==> src/rtl/reg_nbit_univ.sv <==
// WIDTH-bit universal register: load, shift, rotate and up/down count, with a
// start/busy/done handshake that repeats one operation for a programmed number of clocks.
module reg_nbit_univ #(
  parameter int WIDTH  = 8,
  parameter int STEP_W = 4
) (
  input  logic              clk,
  input  logic              clear,
  input  logic              en,
  input  logic [2:0]        mode,
  input  logic [WIDTH-1:0]  d,
  input  logic              sin,
  input  logic              start,
  input  logic [STEP_W-1:0] steps,
  output logic [WIDTH-1:0]  q,
  output logic              sout,
  output logic              tc,
  output logic              busy,
  output logic              done
);

  typedef enum logic [2:0] {
    OP_HOLD = 3'b000,
    OP_LOAD = 3'b001,
    OP_SHL  = 3'b010,
    OP_SHR  = 3'b011,
    OP_ROL  = 3'b100,
    OP_ROR  = 3'b101,
    OP_INC  = 3'b110,
    OP_DEC  = 3'b111
  } op_e;

  typedef enum logic {
    IDLE = 1'b0,
    RUN  = 1'b1
  } state_e;

  state_e            state;
  op_e               op_r;
  logic [STEP_W-1:0] rem;

  op_e               sel_op;
  logic              apply;
  logic [WIDTH-1:0]  q_nxt;
  logic              sout_nxt;
  logic              wrap;

  // A run keeps using the latched op; in IDLE the live mode input selects it.
  assign sel_op = (state == RUN) ? op_r : op_e'(mode);
  assign apply  = (state == RUN) ||
                  (start && (steps != '0)) ||
                  (!start && en);

  always_comb begin
    // NOTE: every output of this block gets a default first so no path leaves
    // a value unassigned, which would otherwise infer a latch.
    q_nxt    = q;
    sout_nxt = sout;
    wrap     = 1'b0;
    unique case (sel_op)
      OP_HOLD: ;
      OP_LOAD: q_nxt = d;
      OP_SHL: begin
        q_nxt    = {q[WIDTH-2:0], sin};
        sout_nxt = q[WIDTH-1];
      end
      OP_SHR: begin
        q_nxt    = {sin, q[WIDTH-1:1]};
        sout_nxt = q[0];
      end
      OP_ROL: begin
        q_nxt    = {q[WIDTH-2:0], q[WIDTH-1]};
        sout_nxt = q[WIDTH-1];
      end
      OP_ROR: begin
        q_nxt    = {q[0], q[WIDTH-1:1]};
        sout_nxt = q[0];
      end
      OP_INC: begin
        q_nxt = q + WIDTH'(1);
        wrap  = &q;
      end
      OP_DEC: begin
        q_nxt = q - WIDTH'(1);
        wrap  = ~|q;
      end
      default: ;
    endcase
  end

  // NOTE: all state below uses non-blocking assignments so every register
  // samples pre-edge values, independent of statement order.
  always_ff @(posedge clk) begin
    if (clear) begin
      state <= IDLE;
      op_r  <= OP_HOLD;
      rem   <= '0;
      q     <= '0;
      sout  <= 1'b0;
      tc    <= 1'b0;
      busy  <= 1'b0;
      done  <= 1'b0;
    end else begin
      done <= 1'b0;
      tc   <= apply && wrap;
      if (apply) begin
        q    <= q_nxt;
        sout <= sout_nxt;
      end
      unique case (state)
        IDLE: begin
          if (start) begin
            if (steps <= STEP_W'(1)) begin
              done <= 1'b1;
            end else begin
              op_r  <= op_e'(mode);
              rem   <= steps - STEP_W'(1);
              state <= RUN;
              busy  <= 1'b1;
            end
          end
        end
        RUN: begin
          rem <= rem - STEP_W'(1);
          if (rem == STEP_W'(1)) begin
            state <= IDLE;
            busy  <= 1'b0;
            done  <= 1'b1;
          end
        end
        default: state <= IDLE;
      endcase
    end
  end

endmodule

==> config.mk <==
export PLATFORM = sky130hd
export DESIGN_NAME = reg_nbit_univ
export DESIGN_NICKNAME = d
export VERILOG_FILES = /design/src/rtl/reg_nbit_univ.sv
export SDC_FILE = /design/constraint.sdc
export NUM_CORES = 1
export LEC_CHECK = 0
export BUFFER_PORTS_ARGS = -buffer_cell sky130_fd_sc_hd__buf_2
export CAP_MARGIN = 20
export CORE_MARGIN = 1.5
export CORE_UTILIZATION = 50
export CTS_CLUSTER_DIAMETER = 120
export CTS_CLUSTER_SIZE = 28
export DETAILED_ROUTE_END_ITERATION = 10
export PLACE_DENSITY = 0.73
export SLEW_MARGIN = 25
export SYNTH_ARGS = -nofsm -noshare
export SYNTH_HDL_FRONTEND = slang
export SYNTH_SLANG_ARGS = --single-unit
==> constraint.sdc <==
create_clock -name clk -period 4.25 [get_ports clk]
set_input_delay 0.425 -clock clk [delete_from_list [all_inputs] [get_ports clk]]
set_output_delay 0.425 -clock clk [all_outputs]
set_load 0.02 [all_outputs]
==> qor.txt, run 1 <==
placed cell area: 1820 um^2
GP Congestion: 0.949
slowest CP cell: dfxtp_1
antenna violations before repair: 0
die area: 3690 um^2
synth unique cells: 56
multi-input logic area: 1170 um^2
Synth Flop Type: dfxtp_1
Post-DRT Antenna Nets: 0
cell row count: 20
CP max FO: 6
Worst EP required: 4480 ps
outcome: completed
Max Fclk: 379 MHz
endpoints failing hold: 0
Layout area overhead: 11.2%
Final setup viols: 0
GRT Resource Usage Total: 0.260
vias in the first global route: 1527
CP startpoint: op_r[0]$_SDFFE_PP0P_
CTS sink count: 20
sequential area share after synthesis: 0.240
clk_lat worst skew: 320 ps
dpl cells: 269
pwr dens: 330 nW/um^2
RSZ-0062 raised after global routing: no
Final period util: 0.620
final instance area: 1850 um^2
Die W: 60.8 um
Root Buffer: clkbuf_4
hold_buf cts: 0
final wirelength: 4.29 mm
wire length per cell: 15.7 um
Max Cap Viol: 0
first-pass GRT wire length: 7.27 mm
Initial Util: 0.538
IO Port Bufs: 31
Critical Path AT: 2860 ps
# DRC: 0
CP endpoint: q[6]$_SDFFE_PP0P_
max_slew headroom: 0.533
Post-synth EDFFs: 0
final std cells w/o fill: 273
Starting DRT DRC Count: 87
min-delay worst type: in2reg
CP Launch Type: flip-flop
Setup CP Type: reg2reg
Final Max Slew Viols: 0
Fin Setup TNS: 0 ps
Worst R2R Setup Slack: 1610 ps
post-CTS setup buffers: 0
Antenna Cells: 0
Leak: 0.000785 uW
post-CTS resize count: 0
Syn. warnings: 0
layout cells sized above 1: 0.214
element type at the critical path end: flip-flop
number of synthesized register bits: 20
post-synthesis cell area: 1670 um^2
GRT overflow: 0
fin crit period: 2640 ps
area leader, netlist: dfxtp_1
Die H: 60.8 um
FF/Latch Area: 400 um^2
CP max stage delay: 470 ps
Post-synth ARST share: 0
peak supply drop: 221 uV
dpl hpwl: 3.05 mm
Final nets: 257
drt first pass iters: 4
Post-Syn Nets: 232
Clock Tree Buf Depth: 2
Hold Slack: 391 ps
Inserted Clock Buffers: 3
top area cells in the synthesized netlist: dfxtp_1 (24%), mux2i_1 (6.0%), ha_1 (5.3%)
CTS tree: yes
via count: 1642
I/O pin cnt: 32
clk slew on worst S/H paths: 120 ps
vias per cell: 6.01
CTS H-tree depth: 1
R2R Path End: q[6]$_SDFFE_PP0P_
Filler Cell Count: 309
Synth top area share: 0.240
clock skew: 1.56 ps
largest net degree at the start of global routing: 27
Tightest Pin Transition: 701 ps
worst-case reg-to-reg path depth: 8
core area: 3100 um^2
CP cell instances: nand4_1, nand2_1, xor2_1, ha_1, or4_4, a311oi_2, mux2i_1, a211o_1
r2r startpoint: op_r[0]$_SDFFE_PP0P_
synthesized instance count: 205
syn avg cell area: 8.14 um^2
[final cells by class]
type,count,share of cell area
clock buffer,4,0.0196
inverter,7,0.0142
multi-input combinational,166,0.633
sequential,20,0.216
tap,44,0.0297
timing repair buffer,32,0.0877
[stage by stage]
stage / utilization / setup WS, ps / total power (uW)
6_report: 0.598 / 1610 / 613
5_1_grt: 0.598 / 1400 / 648
4_1_cts: 0.598 / 1660 / 607
3_5_place_dp: 0.586 / 1620 / 491
3_3_place_gp: 0.586 / 1670 / 490
2_1_floorplan: - / 1840 / 431
[cells by family (layout without fill, tap and decap cells)]
group | after synthesis | after routing | synth area share
multiplexers | 16 | 16 | 0.121
adder cells (fa/ha/maj) | 8 | 8 | 0.0585
XOR/XNOR | 6 | 6 | 0.0360
AO/OA/AOI/OAI | 55 | 55 | 0.227
buffers and inverters | 19 | 43 | 0.0563
flip-flops | 20 | 20 | 0.240
AND/OR/NAND/NOR | 81 | 81 | 0.261
[where the power goes]
part	internal (uW)	switching [uW]
clock network	52.5	67.3
registers	210	40.8
logic	103	139
[routing by layer]
metal / GRT usage / routed length, um / vias to the layer above
li1: - / - / 821
met1: 0.373 / 2060 / 749
met2: 0.402 / 1870 / 68
met3: 0.0512 / 339 / 4
met4: 0.0652 / 16 / 0
met5: 0 / 0 / -
[critical path: cells and delay by family, from the launching register on]
kind / cells / cell delay [ps]
and+or+nand+nor: 3 / 1000
AOI/OAI and AO/OA: 2 / 600
muxes: 1 / 110
adders and majority gates: 1 / 250
DFF: 1 / 470
xor gates and xnor gates: 1 / 110
[synth_stat cells (5+ instances only)]
| cell | instances |
|---|---|
| o211ai_1 | 5 |
| nor2_1 | 22 |
| ha_1 | 7 |
| nand2_1 | 15 |
| nor3_1 | 9 |
| clkbuf_1 | 6 |
| mux2i_1 | 10 |
| inv_1 | 7 |
| dfxtp_1 | 20 |
| nand3_1 | 5 |
| a21oi_1 | 14 |
| o21ai_0 | 9 |
[flip-flops by register name, summed over array words and instances, names as in the netlist]
signal and flops:
q 8, rem 4, op_r 3, busy 1
done 1, sout 1, state 1, tc 1
[cells in the final DEF (no fill, tap or decap), types with 7 or more instances in the layout]
cell type  count
inv_1          7
dfxtp_1       20
nand2_1       15
buf_2         31
nor2_1        22
mux2i_1       10
o21ai_0        9
a21oi_1       14
nor3_1         9
ha_1           7
[how the worst min path moves through the flow]
stage                        start                  end  slack [ps]  cells after the start
2_1_floorplan  rem[3]$_SDFFE_PP0P_  rem[3]$_SDFFE_PP0P_         470                      2
3_5_place_dp     busy$_SDFFE_PP0P_    busy$_SDFFE_PP0P_         480                      2
3_3_place_gp     busy$_SDFFE_PP0P_    busy$_SDFFE_PP0P_         470                      2
6_report                     start      done$_SDFF_PP0_         390                      3
5_1_grt                       d[0]    q[0]$_SDFFE_PP0P_         430                      3
4_1_cts                      start      done$_SDFF_PP0_         390                      3
Power figures use the tool's default switching activity.
==> inputs of run 2 (changes only) <==
- ABC_AREA: unset -> 1
- clock period: 4.25 -> 2.5 ns (I/O delays scaled with it)
==> run 2 against run 1 <==
Utilization grew 1.9 points. Synthesized cell count grew 22%. Power grew 73%. Clock power grew 130%. Cell count grew 19%. Non-clock buffer count is the same. Wire length shrank 3.8%. Hold slack lost 200 ps. First-iteration DRC count grew 26%. Critical path type unchanged.
==> qor.txt, run 2 <==
antenna violations before repair: 0 (unchanged)
Post-synth ARST share: 0 (unchanged)
Worst R2R Setup Slack: 190 ps (was 1610 ps)
layout cells sized above 1: 0.234 (was 0.214)
delay-heaviest family, CP: simple AND/OR/NAND/NOR gates (unchanged)
max FFs per register: 8 (unchanged)
CP Launch Type: flip-flop (unchanged)
setup ws final: 186 ps (was 1610 ps)
# DRC: 0 (unchanged)
cell row count: 20 (unchanged)
endpoints failing hold: 0 (unchanged)
r2r startpoint: state$_SDFF_PP0_ (was op_r[0]$_SDFFE_PP0P_)
Final Max Slew Viols: 0 (unchanged)
area leader, netlist: dfxtp_1 (unchanged)
Tightest Pin Transition: 452 ps (was 701 ps)
CP max FO: 9 (was 6)
GRT overflow: 0 (unchanged)
min-delay worst type: in2reg (unchanged)
WP buf/inv: 2 (was 0)
synthesized instance count: 251 (was 205)
Critical Path AT: 2580 ps (was 2860 ps)
commonest cells after routing, fill and taps aside: nand2_1 (51), buf_2 (31), inv_1 (30) (was buf_2 (31), nor2_1 (22), dfxtp_1 (20))
Post-Syn Nets: 278 (was 232)
Synth top area share: 0.237 (was 0.240)
vias per cell: 5.37 (was 6.01)
die area: 3740 um^2 (was 3690 um^2)
largest family of logic cells by synthesized area: simple AND/OR/NAND/NOR gates (unchanged)
placed cell area: 1880 um^2 (was 1820 um^2)
part of the power in registers: 0.379 (was 0.410)
slowest CP cell: dfxtp_1 (unchanged)
hold path startpoint: mode[2] (was start)
Max Cap Viol: 0 (unchanged)
cell with the most instances after synthesis: nand2_1 (was nor2_1)
vias in the first global route: 1492 (was 1527)
fin util: 0.616 (was 0.598)
Leak: 0.000928 uW (was 0.000785 uW)
cell-internal power: 652 uW (was 365 uW)
Die H: 61.2 um (was 60.8 um)
dpl hpwl: 3.25 mm (was 3.05 mm)
wire length per cell: 12.7 um (was 15.7 um)
CTS tree: yes (unchanged)
max_slew headroom: 0.697 (was 0.533)
Layout area overhead: 13.9% (was 11.2%)
Setup CP Type: reg2reg (unchanged)
Initial Util: 0.541 (was 0.538)
clk_lat worst skew: 320 ps (about the same)
final wirelength: 4.13 mm (was 4.29 mm)
Root Buffer: clkbuf_4 (unchanged)
Sw Ratio: 0.383 (was 0.404)
dpl cells: 322 (was 269)
Synth Flop Type: dfxtp_1 (unchanged)
clk slew on worst S/H paths: 120 ps (about the same)
crit-path most repeated cell: nand2_1
synth unique cells: 39 (was 56)
CTS sink count: 20 (unchanged)
drt first pass iters: 4 (unchanged)
peak supply drop: 337 uV (was 221 uV)
CP max stage delay: 600 ps (was 470 ps)
GRT Resource Usage Total: 0.241 (was 0.260)
Die W: 61.2 um (was 60.8 um)
post-synthesis mux area share: 0 (was 0.121)
fin crit period: 2310 ps (was 2640 ps)
element type at the critical path end: flip-flop (unchanged)
core area: 3130 um^2 (was 3100 um^2)
post-CTS resize count: 0 (unchanged)
Synth top cells by count: nand2_1 (51), inv_1 (30), nor2_1 (23), a21oi_1 (22), dfxtp_1 (20) (was nor2_1 (22), dfxtp_1 (20), nand2_1 (15), a21oi_1 (14), mux2i_1 (10))
leading cell type in the layout, fill and taps excluded: nand2_1 (was buf_2)
first-pass GRT wire length: 6.80 mm (was 7.27 mm)
Max Fclk: 432 MHz (was 379 MHz)
clock skew: 9.67 ps (was 1.56 ps)
Final setup viols: 0 (unchanged)
syn avg cell area: 6.74 um^2 (was 8.14 um^2)
compound-gate portion of the synthesized area: 0.202 (was 0.227)
GP Congestion: 0.889 (was 0.949)
final instance area: 1930 um^2 (was 1850 um^2)
combinational cell fraction of total power: 0.365 (was 0.395)
Syn. warnings: 0 (unchanged)
Fin Setup TNS: 0 ps (unchanged)
final std cells w/o fill: 326 (was 273)
Starting DRT DRC Count: 110 (was 87)
Final period util: 0.926 (was 0.620)
R2R Path End: q[6]$_SDFFE_PP0P_ (unchanged)
CTS H-tree depth: 1 (unchanged)
pwr dens: 549 nW/um^2 (was 330 nW/um^2)
XOR/XNOR share of the synthesized area: 0.0207 (was 0.0360)
Antenna Cells: 0 (unchanged)
IO Port Bufs: 31 (unchanged)
worst-case reg-to-reg path depth: 14 (was 8)
Largest Register: q (unchanged)
top area cells in the synthesized netlist: dfxtp_1 (24%), nand2_1 (11%), inv_1 (6.7%) (was dfxtp_1 (24%), mux2i_1 (6.0%), ha_1 (5.3%))
via count: 1750 (was 1642)
hold path depth: 3 (unchanged)
Clock power frac: 0.256 (was 0.195)
largest net degree at the start of global routing: 16 (was 27)
I/O pin cnt: 32 (unchanged)
Hold Path Sink: op_r[2]$_SDFFE_PP0P_ (was done$_SDFF_PP0_)
biggest regs: q (8), rem (4), op_r (3) (unchanged)
RSZ-0062 raised after global routing: no (unchanged)
post-synthesis cell area: 1690 um^2 (was 1670 um^2)
Psw: 406 uW (was 247 uW)
Post-synth EDFFs: 0 (unchanged)
adder-cell share of the synthesized area: 0.0517 (was 0.0585)
post-CTS setup buffers: 0 (unchanged)
Synth Area in Simple Gates: 0.387 (was 0.261)
worst slack, placed: 204 ps (was 1620 ps)
CP cell instances: nand2_1, nand2_4, inv_2, nor2_8, ha_1, inv_1, nor3_1, nor3b_1, nand2_1, nand2_1, nand3_1, nand2_1, nand2_1, a21oi_1 (was nand4_1, nand2_1, xor2_1, ha_1, or4_4, a311oi_2, mux2i_1, a211o_1)
Filler Cell Count: 317 (was 309)
sequential area share after synthesis: 0.237 (was 0.240)
number of synthesized register bits: 20 (unchanged)
Clock Tree Buf Depth: 2 (unchanged)
outcome: completed (unchanged)
hold_buf cts: 0 (unchanged)
Inserted Clock Buffers: 3 (unchanged)
Final nets: 310 (was 257)
Post-DRT Antenna Nets: 0 (unchanged)
Worst EP required: 2760 ps (was 4480 ps)
==> run 2: area by class of cell <==
class                           count  area, um^2  area share
Sequential cell                    20         400       0.208
Tap cell                           44        55.1      0.0286
Timing Repair Buffer               32         163      0.0844
Clock buffer                        3        22.5      0.0117
Clock inverter                      1        30.0      0.0156
Multi-Input combinational cell    191        1120       0.580
Inverter                           35         139      0.0720
==> run 2: power by group through the flow <==
stage	registers (uW)	clock network, uW	logic (uW)
detailed placement	407	0	383
CTS	400	277	385
global route	407	291	429
global placement	406	0	378
floorplan	412	0	278
finish	401	271	386
==> run 2: how the worst max path moves through the flow <==
| stage | start | endpoint | slack [ps] | cells past startpoint |
|---|---|---|---|---|
| 5_1_grt | state$_SDFF_PP0_ | q[4]$_SDFFE_PP0P_ | 2 | 14 |
| 2_1_floorplan | state$_SDFF_PP0_ | q[6]$_SDFFE_PP0P_ | 550 | 15 |
| 4_1_cts | state$_SDFF_PP0_ | q[6]$_SDFFE_PP0P_ | 190 | 14 |
| 3_5_place_dp | state$_SDFF_PP0_ | q[6]$_SDFFE_PP0P_ | 200 | 14 |
| 6_report | state$_SDFF_PP0_ | q[6]$_SDFFE_PP0P_ | 190 | 14 |
| 3_3_place_gp | state$_SDFF_PP0_ | q[6]$_SDFFE_PP0P_ | 260 | 13 |
==> run 2: metal layers <==
metal,GRT usage,up-vias,wire (um)
li1,-,911,-
met1,0.362,768,1930
met2,0.348,64,1770
met3,0.0441,7,372
met4,0.0745,0,50
met5,0,-,0
==> run 2: cell families (layout without fill, tap and decap cells) <==
kind of cell               Yosys count  count (layout)
AOI/OAI and AO/OA                   53              53
DFF                                 20              20
and+or+nand+nor                    127             127
buffers and inverters               40              71
xor gates and xnor gates             4               4
adders and majority gates            7               7
==> run 2: worst reg2reg max path, stage by stage, from the launching register on <==
cell	delay, ps
dfxtp_1	600
nand2_1	160
nand2_4	160
inv_2	90
nor2_8	160
ha_1	300
inv_1	100
nor3_1	50
nor3b_1	240
nand2_1	90
nand2_1	60
nand3_1	60
nand2_1	60
nand2_1	50
a21oi_1	100
==> run 2: metrics by stage <==
step / hold slack, ps / power [uW]
2_1_floorplan: 319 / 690
3_3_place_gp: 453 / 784
3_5_place_dp: 463 / 790
4_1_cts: 186 / 1060
5_1_grt: 193 / 1130
6_report: 189 / 1060
==> inputs of run 3 (changes only) <==
- PLACE_DENSITY: 0.73 -> 0.85
- SETUP_SLACK_MARGIN: unset -> 0.15
==> run 3 against run 2 <==
Die area is the same. Power shrank 0.24%. Via count grew 3.1%. Global-route usage shrank 0.95 points. Setup slack gained 170 ps. Critical path type unchanged. Sequential share of layout area grew 0.15 points. Sequential cell count is the same. Sequential power is essentially flat. First-iteration DRC count grew 4.5%. Maximum frequency grew 8.0%. Clock power is essentially flat.
==> qor.txt, run 3 (synthesized netlist as in run 2, its figures left out) <==
Post-DRT Antenna Nets: 0 (unchanged)
hold path depth: 3 (unchanged)
Worst EP required: 2700 ps (was 2760 ps)
r2r startpoint: state$_SDFF_PP0_ (unchanged)
placed cell area: 1880 um^2 (unchanged)
R2R Path End: q[6]$_SDFFE_PP0P_ (unchanged)
first-pass GRT wire length: 6.56 mm (was 6.80 mm)
Final period util: 0.857 (was 0.926)
GRT Resource Usage Total: 0.232 (was 0.241)
Starting DRT DRC Count: 115 (was 110)
hold path startpoint: mode[2] (unchanged)
CP Launch Type: flip-flop (unchanged)
min-delay worst type: in2reg (unchanged)
Inserted Clock Buffers: 3 (unchanged)
Clock Tree Buf Depth: 2 (unchanged)
outcome: completed (unchanged)
endpoints failing hold: 0 (unchanged)
Max Cap Viol: 0 (unchanged)
Antenna Cells: 0 (unchanged)
vias in the first global route: 1466 (was 1492)
max_slew headroom: 0.677 (was 0.697)
drt first pass iters: 5 (was 4)
clock skew: 10.2 ps (was 9.67 ps)
GP Congestion: 0.949 (was 0.889)
largest net degree at the start of global routing: 16 (unchanged)
I/O pin cnt: 32 (unchanged)
leading cell type in the layout, fill and taps excluded: nand2_1 (unchanged)
peak supply drop: 433 uV (was 337 uV)
fin util: 0.618 (was 0.616)
Setup CP Type: reg2reg (unchanged)
final wirelength: 4.10 mm (was 4.13 mm)
Fin Setup TNS: 0 ps (unchanged)
Final setup viols: 0 (unchanged)
Hold Path Sink: op_r[2]$_SDFFE_PP0P_ (unchanged)
CTS sink count: 20 (unchanged)
# DRC: 0 (unchanged)
vias per cell: 5.54 (was 5.37)
max FFs per register: 8 (unchanged)
Max Fclk: 467 MHz (was 432 MHz)
CP max FO: 9 (unchanged)
Root Buffer: clkbuf_4 (unchanged)
layout cells sized above 1: 0.238 (was 0.234)
Critical Path AT: 2340 ps (was 2580 ps)
GRT overflow: 0 (unchanged)
via count: 1805 (was 1750)
IO Port Bufs: 31 (unchanged)
CP startpoint: state$_SDFF_PP0_ (unchanged)
Worst R2R Setup Slack: 360 ps (was 190 ps)
Final Max Slew Viols: 0 (unchanged)
die area: 3740 um^2 (unchanged)
post-CTS setup buffers: 0 (unchanged)
clk slew on worst S/H paths: 120 ps (about the same)
Die W: 61.2 um (unchanged)
clk_lat worst skew: 320 ps (about the same)
Die H: 61.2 um (unchanged)
RSZ-0062 raised after global routing: no (unchanged)
wire length per cell: 12.6 um (was 12.7 um)
Leak: 0.000929 uW (was 0.000928 uW)
dpl hpwl: 3.15 mm (was 3.25 mm)
Tightest Pin Transition: 485 ps (was 452 ps)
core area: 3130 um^2 (unchanged)
commonest cells after routing, fill and taps aside: nand2_1 (51), buf_2 (31), inv_1 (30) (unchanged)
pwr dens: 546 nW/um^2 (was 549 nW/um^2)
fin crit period: 2140 ps (was 2310 ps)
CTS H-tree depth: 1 (unchanged)
final instance area: 1930 um^2 (about the same)
element type at the critical path end: flip-flop (unchanged)
worst-case reg-to-reg path depth: 14 (unchanged)
antenna violations before repair: 0 (unchanged)
Final nets: 310 (unchanged)
cell row count: 20 (unchanged)
biggest regs: q (8), rem (4), op_r (3) (unchanged)
Largest Register: q (unchanged)
Initial Util: 0.541 (unchanged)
CTS tree: yes (unchanged)
Layout area overhead: 14.1% (was 13.9%)
Hold Slack: 186 ps (was 189 ps)
-- run 3: cell counts in the layout (fill, tap and decap cells not counted) --
No cell type changed its count.
-- run 3: worst max-delay path by stage --
stage	end	slack (ps)	cells after the start
2_1_floorplan	q[6]$_SDFFE_PP0P_	550	15
3_3_place_gp	q[6]$_SDFFE_PP0P_	270	13
3_5_place_dp	q[6]$_SDFFE_PP0P_	150	13
4_1_cts	q[6]$_SDFFE_PP0P_	290	13
5_1_grt	q[6]$_SDFFE_PP0P_	160	14
6_report	q[6]$_SDFFE_PP0P_	360	14
-- run 3: power breakdown --
group | switching, uW | leakage (uW) | internal (uW) | total, uW
Clock | 107 | 0.0000279 | 162 | 269
Sequential | 49.7 | 0.000165 | 352 | 402
Combinational | 247 | 0.000735 | 138 | 385
Total | 403 | 0.000929 | 652 | 1060
-- run 3: stage by stage --
stage               power [uW]  std cells  setup slack [ps]
finish                    1060        326               356
global placement           779        322               269
detailed placement         787        322               153
floorplan                  690        251               548
global route              1110        326               158
CTS                       1050        326               290
-- run 3: metal layers --
layer	global-route usage	part of all wire	wire, um	vias to the layer above
met5	0	0	0	-
met2	0.336	0.45	1830	82
met1	0.354	0.45	1860	803
li1	-	-	-	913
met4	0.0839	0.015	63	0
met3	0.0252	0.083	341	7
-- run 3: cell type report --
type                    instances  area (um^2)
repair buffers                 32          163
clock buffers                   3         22.5
clock inverters                 1         30.0
flip-flops and latches         20          404
multi-input cells             191         1120
inverters                      35          139
fillers                       292         1200
well taps                      44         55.1
-- run 3: what timing repair did --
item,4_1_cts,5_1_grt
hold buffers,0,0
gates resized for setup,1,1
setup endpoints to repair,1,2
-- run 3: critical path: stages, from the launching register on --
cell	delay, ps
dfxtp_4	410
inv_8	90
nand2_2	60
nand2_4	140
nand2_4	110
nor2_8	140
ha_1	290
inv_1	90
nor3_1	50
nor3b_1	250
nand3_1	130
nand3_1	100
nand2_1	50
nand2_1	60
a21oi_1	50
